`config.mk`:
```
export PLATFORM = sky130hd
export DESIGN_NAME = alu_exec_unit
export DESIGN_NICKNAME = d
export VERILOG_FILES = /design/src/rtl/alu_pkg.sv /design/src/rtl/alu_mul_seq.sv /design/src/rtl/alu_exec_unit.sv
export SDC_FILE = /design/constraint.sdc
export NUM_CORES = 1
export LEC_CHECK = 0
export ABC_AREA = 1
export CORE_MARGIN = 2
export CORE_UTILIZATION = 55
export CTS_CLUSTER_DIAMETER = 40
export CTS_CLUSTER_SIZE = 20
export DETAILED_ROUTE_END_ITERATION = 8
export DONT_BUFFER_PORTS = 1
export PLACE_DENSITY = 0.7
export SETUP_SLACK_MARGIN = 0.3
export SYNTH_ARGS = -nofsm -noshare
export SYNTH_HDL_FRONTEND = slang
export SYNTH_SLANG_ARGS = --single-unit
```
`constraint.sdc`:
```
create_clock -name clk -period 4.2 [get_ports clk]
set_input_delay 0.84 -clock clk [delete_from_list [all_inputs] [get_ports clk]]
set_output_delay 0.84 -clock clk [all_outputs]
set_load 0.005 [all_outputs]
```
`src/rtl/alu_pkg.sv`:
```
// Opcode constants and execute-stage state encoding shared with the ALU control stage.
package alu_pkg;

    localparam int ALU_WIDTH = 32;

    localparam logic [3:0] ADD = 4'd0;
    localparam logic [3:0] SUB = 4'd1;
    localparam logic [3:0] MUL = 4'd2;
    localparam logic [3:0] AND = 4'd3;
    localparam logic [3:0] OR  = 4'd4;

    typedef enum logic {
        IDLE,
        MUL_RUN
    } exec_state_t;

    // Two's-complement overflow from sign bits; for subtraction pass the inverted sign of b.
    function automatic logic signed_overflow(input logic sign_a, input logic sign_b, input logic sign_r);
        return (sign_a == sign_b) && (sign_r != sign_a);
    endfunction

endpackage

```
`src/rtl/alu_mul_seq.sv`:
```
// Shift-add multiplier sequencer: one iteration per cycle for WIDTH cycles after start.
module alu_mul_seq
    import alu_pkg::*;
#(
    parameter int WIDTH = ALU_WIDTH
) (
    input  logic             clk,
    input  logic             rst,
    input  logic             start,
    input  logic [WIDTH-1:0] a,
    input  logic [WIDTH-1:0] b,
    output logic             done,
    output logic [WIDTH-1:0] product
);

    localparam int CW = (WIDTH > 1) ? $clog2(WIDTH) : 1;
    localparam logic [CW-1:0] LAST = CW'(WIDTH - 1);

    logic [WIDTH-1:0] multiplicand;
    logic [WIDTH-1:0] multiplier;
    logic [WIDTH-1:0] accumulator;
    logic [WIDTH-1:0] acc_next;
    logic [CW-1:0]    counter;
    logic             busy;

    // The product is presented combinationally so the final iteration's addition lands in the result on the done edge.
    always_comb begin
        acc_next = accumulator + (multiplier[0] ? multiplicand : '0);
    end

    assign done    = busy && (counter == LAST);
    assign product = acc_next;

    always_ff @(posedge clk) begin
        if (rst) begin
            multiplicand <= '0;
            multiplier   <= '0;
            accumulator  <= '0;
            counter      <= '0;
            busy         <= 1'b0;
        end else if (start) begin
            multiplicand <= a;
            multiplier   <= b;
            accumulator  <= '0;
            counter      <= '0;
            busy         <= 1'b1;
        end else if (busy) begin
            accumulator  <= acc_next;
            multiplicand <= multiplicand << 1;
            multiplier   <= multiplier >> 1;
            if (counter == LAST) begin
                counter <= '0;
                busy    <= 1'b0;
            end else begin
                counter <= counter + CW'(1);
            end
        end
    end

endmodule

```
`src/rtl/alu_exec_unit.sv`:
```
// Execute stage: single-cycle ADD/SUB/AND/OR, multi-cycle MUL, registered result with valid/ready.
// Optional feature: define ALU_EXEC_OVERFLOW_EN to add the registered signed 'overflow' output.
module alu_exec_unit
    import alu_pkg::*;
#(
    parameter int WIDTH = ALU_WIDTH
) (
    input  logic             clk,
    input  logic             rst,
    input  logic [3:0]       ctrl_command,
    input  logic [WIDTH-1:0] operand_a,
    input  logic [WIDTH-1:0] operand_b,
    input  logic             in_valid,
    output logic             in_ready,
    output logic [WIDTH-1:0] result,
    output logic             zero,
    output logic             out_valid,
    input  logic             out_ready
`ifdef ALU_EXEC_OVERFLOW_EN
    ,
    output logic             overflow
`endif
);

    exec_state_t      state;
    exec_state_t      next_state;
    logic             accept;
    logic             is_mul;
    logic             mul_start;
    logic             mul_done;
    logic [WIDTH-1:0] mul_product;
    logic [WIDTH-1:0] alu_res;

    assign in_ready  = (state == IDLE) && (!out_valid || out_ready);
    assign accept    = in_valid && in_ready;
    assign is_mul    = (ctrl_command == MUL);
    assign mul_start = accept && is_mul;

    alu_mul_seq #(
        .WIDTH(WIDTH)
    ) u_mul_seq (
        .clk    (clk),
        .rst    (rst),
        .start  (mul_start),
        .a      (operand_a),
        .b      (operand_b),
        .done   (mul_done),
        .product(mul_product)
    );

    // Unlisted opcodes fall back to ADD.
    always_comb begin
        alu_res = operand_a + operand_b;
        case (ctrl_command)
            SUB:     alu_res = operand_a - operand_b;
            AND:     alu_res = operand_a & operand_b;
            OR:      alu_res = operand_a | operand_b;
            default: alu_res = operand_a + operand_b;
        endcase
    end

`ifdef ALU_EXEC_OVERFLOW_EN
    logic alu_ovf;

    always_comb begin
        alu_ovf = 1'b0;
        case (ctrl_command)
            SUB:          alu_ovf = signed_overflow(operand_a[WIDTH-1], ~operand_b[WIDTH-1], alu_res[WIDTH-1]);
            MUL, AND, OR: alu_ovf = 1'b0;
            default:      alu_ovf = signed_overflow(operand_a[WIDTH-1], operand_b[WIDTH-1], alu_res[WIDTH-1]);
        endcase
    end
`endif

    always_ff @(posedge clk) begin
        if (rst) begin
            state <= IDLE;
        end else begin
            state <= next_state;
        end
    end

    always_comb begin
        next_state = state;
        case (state)
            IDLE:    if (mul_start) next_state = MUL_RUN;
            MUL_RUN: if (mul_done)  next_state = IDLE;
            default: next_state = IDLE;
        endcase
    end

    // A new accept on the consume edge replaces the old result rather than clearing out_valid.
    always_ff @(posedge clk) begin
        if (rst) begin
            result    <= '0;
            zero      <= 1'b0;
            out_valid <= 1'b0;
`ifdef ALU_EXEC_OVERFLOW_EN
            overflow  <= 1'b0;
`endif
        end else if (accept && !is_mul) begin
            result    <= alu_res;
            zero      <= (alu_res == '0);
            out_valid <= 1'b1;
`ifdef ALU_EXEC_OVERFLOW_EN
            overflow  <= alu_ovf;
`endif
        end else if (mul_done) begin
            result    <= mul_product;
            zero      <= (mul_product == '0);
            out_valid <= 1'b1;
`ifdef ALU_EXEC_OVERFLOW_EN
            overflow  <= 1'b0;
`endif
        end else if (out_ready) begin
            out_valid <= 1'b0;
        end
    end

endmodule

```
Word-level counts from Yosys, hierarchy flattened

Index checks and enable logic that the tools add are counted.

Register bits: 137
Bits in latches: 0
Bits in writable memories: 0
ROM bits: 0
Word-level logic and storage cells: 55
Memories: 0

Add/sub/neg operators: 4
Multiply operators: 0
Div/mod/pow operators: 0
Order comparisons: 0
Eq/ne operators: 5
Shifts and indexed selects: 0
Multiplexer cells: 20
Bitwise operators: 3
Reduce and logical (&&, ||, !) cells: 14

Operator list:

| kind                  | count |
|---|---|
| $mux W32              | 7 |
| $pmux W32 S3          | 1 |
| $add A32 B32 Y32      | 2 |
| $logic_not A32 Y1     | 2 |
| $and A32 B32 Y32      | 1 |
| $or A32 B32 Y32       | 1 |
| $sub A32 B32 Y32      | 1 |
| $mux W1               | 10 |
| $eq A4 B2 Y1 const B  | 2 |
| $add A5 B1 Y5 const B | 1 |
| $eq A5 B5 Y1 const B  | 1 |
| $logic_and A1 B1 Y1   | 5 |
| $mux W5               | 1 |
| $eq A4 B1 Y1 const B  | 1 |
| $eq A4 B3 Y1 const B  | 1 |
| $reduce_bool A2 Y1    | 2 |
| $reduce_bool A3 Y1    | 1 |
| $logic_not A1 Y1      | 2 |
| $pmux W1 S2           | 1 |
| $reduce_or A2 Y1      | 1 |
| $logic_or A1 B1 Y1    | 1 |
| $not A1 Y1            | 1 |

Depth between registers and ports, before layout

Depth in word-level cells: 7
Mapped depth: 29
Mapped depth without buffers: 29

Cells and area by module

A second synthesis with hierarchy kept.

Cell total of the unflattened synthesis: 2253
Area total of the unflattened synthesis: 12648.4 um^2

By module, submodules not included:

| module        | instances | cells each | area an instance (um^2) | sequential area each (um^2) |
|---|---|---|---|---|
| alu_mul_seq   | 1         | 1173       | 6927.9                  | 2042.0 |
| alu_exec_unit | 1         | 1080       | 5720.5                  | 700.7 |

Worst setup path after synthesis

OpenSTA, ideal clock, no wires.

Kind: input -> register
Start: in operand_b[0]
End: reg zero
Setup time: 0.066 ns
Arrival: 3.675 ns
Setup slack: 0.459 ns
Stages on the path: 29
Cells stage by stage: inv_1 -> ha_1 -> nand2_1 -> nor2_2 -> nand3_1 -> nor2_2 -> nand4_1 -> nor2_1 -> nand2_1 -> o41ai_2 -> o21ai_1 -> xnor2_1 -> ha_1 -> inv_1 -> o21ai_0 -> nand2_1 -> nand2_1 -> nand2_1 -> nand2_1 -> nor2_1 -> nand2_1 -> nand2_1 -> nand2_1 -> nand2_1 -> nand3_1 -> nand2_1 -> nor2_1 -> nand3_1 -> a21oi_2

Cells in the longest elaborated chain, start to end: 4

RTL lines:

| what                                     | RTL line             | text |
|---|---|---|
| start, declared                          | alu_exec_unit.sv:12  | `input logic [WIDTH-1:0] operand_b,` |
| $add A32 B32 Y32 (tied with other cells) | alu_exec_unit.sv:58  | `default: alu_res = operand_a + operand_b;` |
| $pmux W32 S3 (*)                         | alu_exec_unit.sv:54  | `case (ctrl_command)` |
| $logic_not A32 Y1 (*)                    | alu_exec_unit.sv:103 | `zero <= (alu_res == '0);` |
| $mux W1 (*)                              | alu_exec_unit.sv:101 | `end else if (accept && !is_mul) begin` |
| end signal, assigned                     | alu_exec_unit.sv:103 |  |
| end signal, assigned                     | alu_exec_unit.sv:110 | `zero <= (mul_product == '0);` |
| end, declared                            | alu_exec_unit.sv:16  | `output logic zero,` |

Every way passes the cells marked *; elsewhere a longest branch is shown, timed or not.
A chain may end at the register's enable or synchronous reset.

Worst setup path in the final report

Same ends and word-level chain as after synthesis.

==> flow_summary.yaml <==
yosys:
  netlist-cell-type-count: 50
  syn-instance-count: 2155
  yosys_warnings: 0
  synth_most_common_cell: "nand2_1"
  synth_enable_flop_cells: 0
  synth.avg_cell_area_um2: 5.69
  synth_seq_cells: 137
  synthMuxAreaShare_pct: 0
  synth-xor-area-share_pct: 2.78
  synth_common_cells: "nand2_1 (757), inv_1 (311), nand3_1 (214), nor2_1 (188), dfxtp_1 (137)"
  synth_top_family_by_area: "simple AND/OR/NAND/NOR gates"
  syn_nets: 2296
  ys.flop_type: "dfxtp_1"
  synthTopCellsByArea: "nand2_1 (23%), dfxtp_1 (22%), inv_1 (9.5%)"
  synth_area_mm2: 0.0123
  synth_fa_ha_area_share_pct: 7.17
  yosys.area_share.simple_pct: 42.6
  synth_compound_area_share_pct: 12.8
  synth_top_area_share_pct: 23.2
  synth_top_cell_by_area: "nand2_1"
  ys_seq_area_share_pct: 22.4
  async_flop_share_pct: 0
placement:
  gp_congestion: 0.998
  dp_slack_ps: -90.6
  dp_hpwl_um: 33100
  placed_cells: 2394
  portBuffers: 0
job:
  cap_violations: 0
sta:
  setup_viol: 0
  relSlewSlack_pct: 49.0
  slew_viol_final: 0
  finalCritPeriodShare_pct: 89.5
  fmax_mhz: 266
  fin_worst_skew_ps: 10.4
  worst_pin_slew_ps: 765
  hold_violations: 0
  layout_setup_ws_ps: 441
  rsz0062_at_grt: "no"
  fin_tns_setup_ps: 0
  period_minus_slack_ps: 3760
setup_path:
  reg2reg_from: "u_mul_seq.multiplier[0]"
  cp_max_fo: 5
  r2r_slack_ps: 1060
  crit_start: "operand_b[0]"
  crit_required_ps: 4560
  ff2ff_path_depth: 20
  cp-start-kind: "input port"
  worstSetupPathType: "in2reg"
  cp_top_family: "simple AND/OR/NAND/NOR gates"
  crit_slowest_cell: "ha_2"
  cp-end-kind: "flip-flop"
  crit_path_frequent_cell: "nor2_2"
  critPathMaxStageDelay_ps: 390
  cp.arrival_ps: 4120
  reg2reg_to: "zero"
  crit_end: "zero"
  critPathBufInv: 1
  path_depth: 25
detailed_routing:
  route.detailed.drc: 0
  dr.pass1.iters: 7
  wl_met2_um: 19600
  drt_wl_total_um: 42900
  wl_per_cell_um: 17.6
  highest_layer: "met4"
  drt_iter0_drc: 1344
  drt-met1-wl_um: 18500
  route.met3.wl_um: 3370
  viasPerCell: 5.66
  routed-via-count: 13800
  antenna_left: 0
grt:
  antenna_found_initial: 0
  track_usage_pct: 35.8
  grt_pass1_vias: 12900
  grt_pass1_wl_um: 67600
  grt_remaining_overflow: 0
  grt_max_degree: 97
floorplan:
  core_area_mm2: 0.0218
  die_x_um: 153
  dieArea_mm2: 0.0235
  initial_core_util_pct: 56.2
  die_y_um: 153
  num_io_pins: 107
  rows: 54
clock_network:
  numCtsBuffers: 17
  cts_sinks: 137
  hold_buffers: 0
  path_clk_slew_ps: 70
  cts_max_path_buffers: 2
  cts_tree: "done"
  clk_latency_ps: 430
  htree_levels: 4
  cts_root_buf: "clkbuf_16"
hold_path:
  hold_class: "reg2reg"
pwr:
  max-vdd-ir-drop_mv: 0.297
  power_leakage_nw: 6.80
  power.total_w: 0.00389
  power.density_mw_per_mm2: 286
final_layout:
  n_antenna_cell: 0
  nets: 2280
  area.growth.synth_to_final_pct: 11.1
  final_cells: 2432
  drive_gt1_share_pct: 8.88
  final_util_pct: 62.4
run_status:
  status: "finished clean"
area by class of cell:
cell class | instances | area [µm²]
Sequential cell | 137 | 2750
Clock buffer | 18 | 439
Clock inverter | 14 | 150
Tap cell | 280 | 350
Multi-Input combinational cell | 1623 | 8390
Fill cell | 2219 | 8200
Timing Repair Buffer | 40 | 329
Inverter | 320 | 1220
registers in the layout (all words and copies together) (netlist names):
name and cells:
u_mul_seq.busy 1, u_mul_seq.multiplicand 32, zero 1, u_mul_seq.multiplier 32
out_valid 1, result 32, state 1, u_mul_seq.accumulator 32
u_mul_seq.counter 5
worst min-delay path by stage:
| stage | start | to | slack (ps) | cells after the start |
|---|---|---|---|---|
| after floorplan | u_mul_seq.multiplier[31] | u_mul_seq.multiplier[31] | 440 | 2 |
| final | u_mul_seq.counter[4] | u_mul_seq.counter[4] | 470 | 2 |
| after detailed placement | u_mul_seq.multiplier[31] | u_mul_seq.multiplier[31] | 450 | 2 |
| after global placement | u_mul_seq.multiplier[31] | u_mul_seq.multiplier[31] | 450 | 2 |
| after CTS | rst | u_mul_seq.busy | 460 | 1 |
| after global routing | rst | result[4] | 450 | 1 |
power breakdown:
group	leakage [nW]	internal, W	switching [W]	total (W)
combinational	5.40	0.000319	0.000597	0.000916
clock	0.288	0.000860	0.000714	0.00157
sequential	1.11	0.00135	0.0000506	0.00140
total	6.80	0.00253	0.00136	0.00389
routing by layer:
layer  vias to the layer above  GRT usage [%]
li1                       6856              -
met1                      6252           48.3
met2                       565           58.8
met3                        85           5.27
met4                         0           12.0
met5                         -              0
metrics by stage:
step                area [µm²]  hold WS (ps)
global placement         12600           447
detailed placement       12600           451
global route             13600           453
finish                   13600           467
CTS                      13200           461
floorplan                12300           441
kinds of logic (layout without fill, tap and decap cells):
| logic type | count (synthesis) | in the layout |
|---|---|---|
| buffers and inverters | 395 | 392 |
| DFF | 137 | 137 |
| adders and majority gates | 69 | 69 |
| AOI/OAI and AO/OA | 265 | 265 |
| and+or+nand+nor | 1251 | 1251 |
| xor gates and xnor gates | 38 | 38 |
tightest hold or removal path: stages (launching register included):
cell	delay [ps]
dfxtp_1	320
nand2_1	60
a21oi_1	50
cells in the final DEF (no fill, tap or decap), types with 3 or more instances in the layout:
cell,n
o21bai_1,6
or2_2,4
dfxtp_1,136
nand2_2,22
nor2_4,8
nand3b_1,17
a21oi_1,56
nand2_1,739
ha_2,4
nand3_1,207
ha_1,60
inv_8,6
inv_6,5
nand4_1,23
a31oi_1,90
o211ai_1,17
and2_1,3
nor2_1,167
nor4_1,4
nand3_2,8
a21oi_2,11
o21ai_0,58
xnor2_1,6
nor3_2,4
nor2_2,20
nor3_1,11
buf_4,37
ha_4,3
o21ai_1,5
inv_2,11
nand2_4,6
o21a_1,3
xor2_1,30
clkbuf_16,17
inv_1,305
repair_timing:
action | in CTS | in global routing
setup endpoints to repair | 0 | 9
hold endpoints to repair | 0 | 0
resized for setup | 0 | 105
setup buffers | 0 | 6
Power figures use the tool's default switching activity.
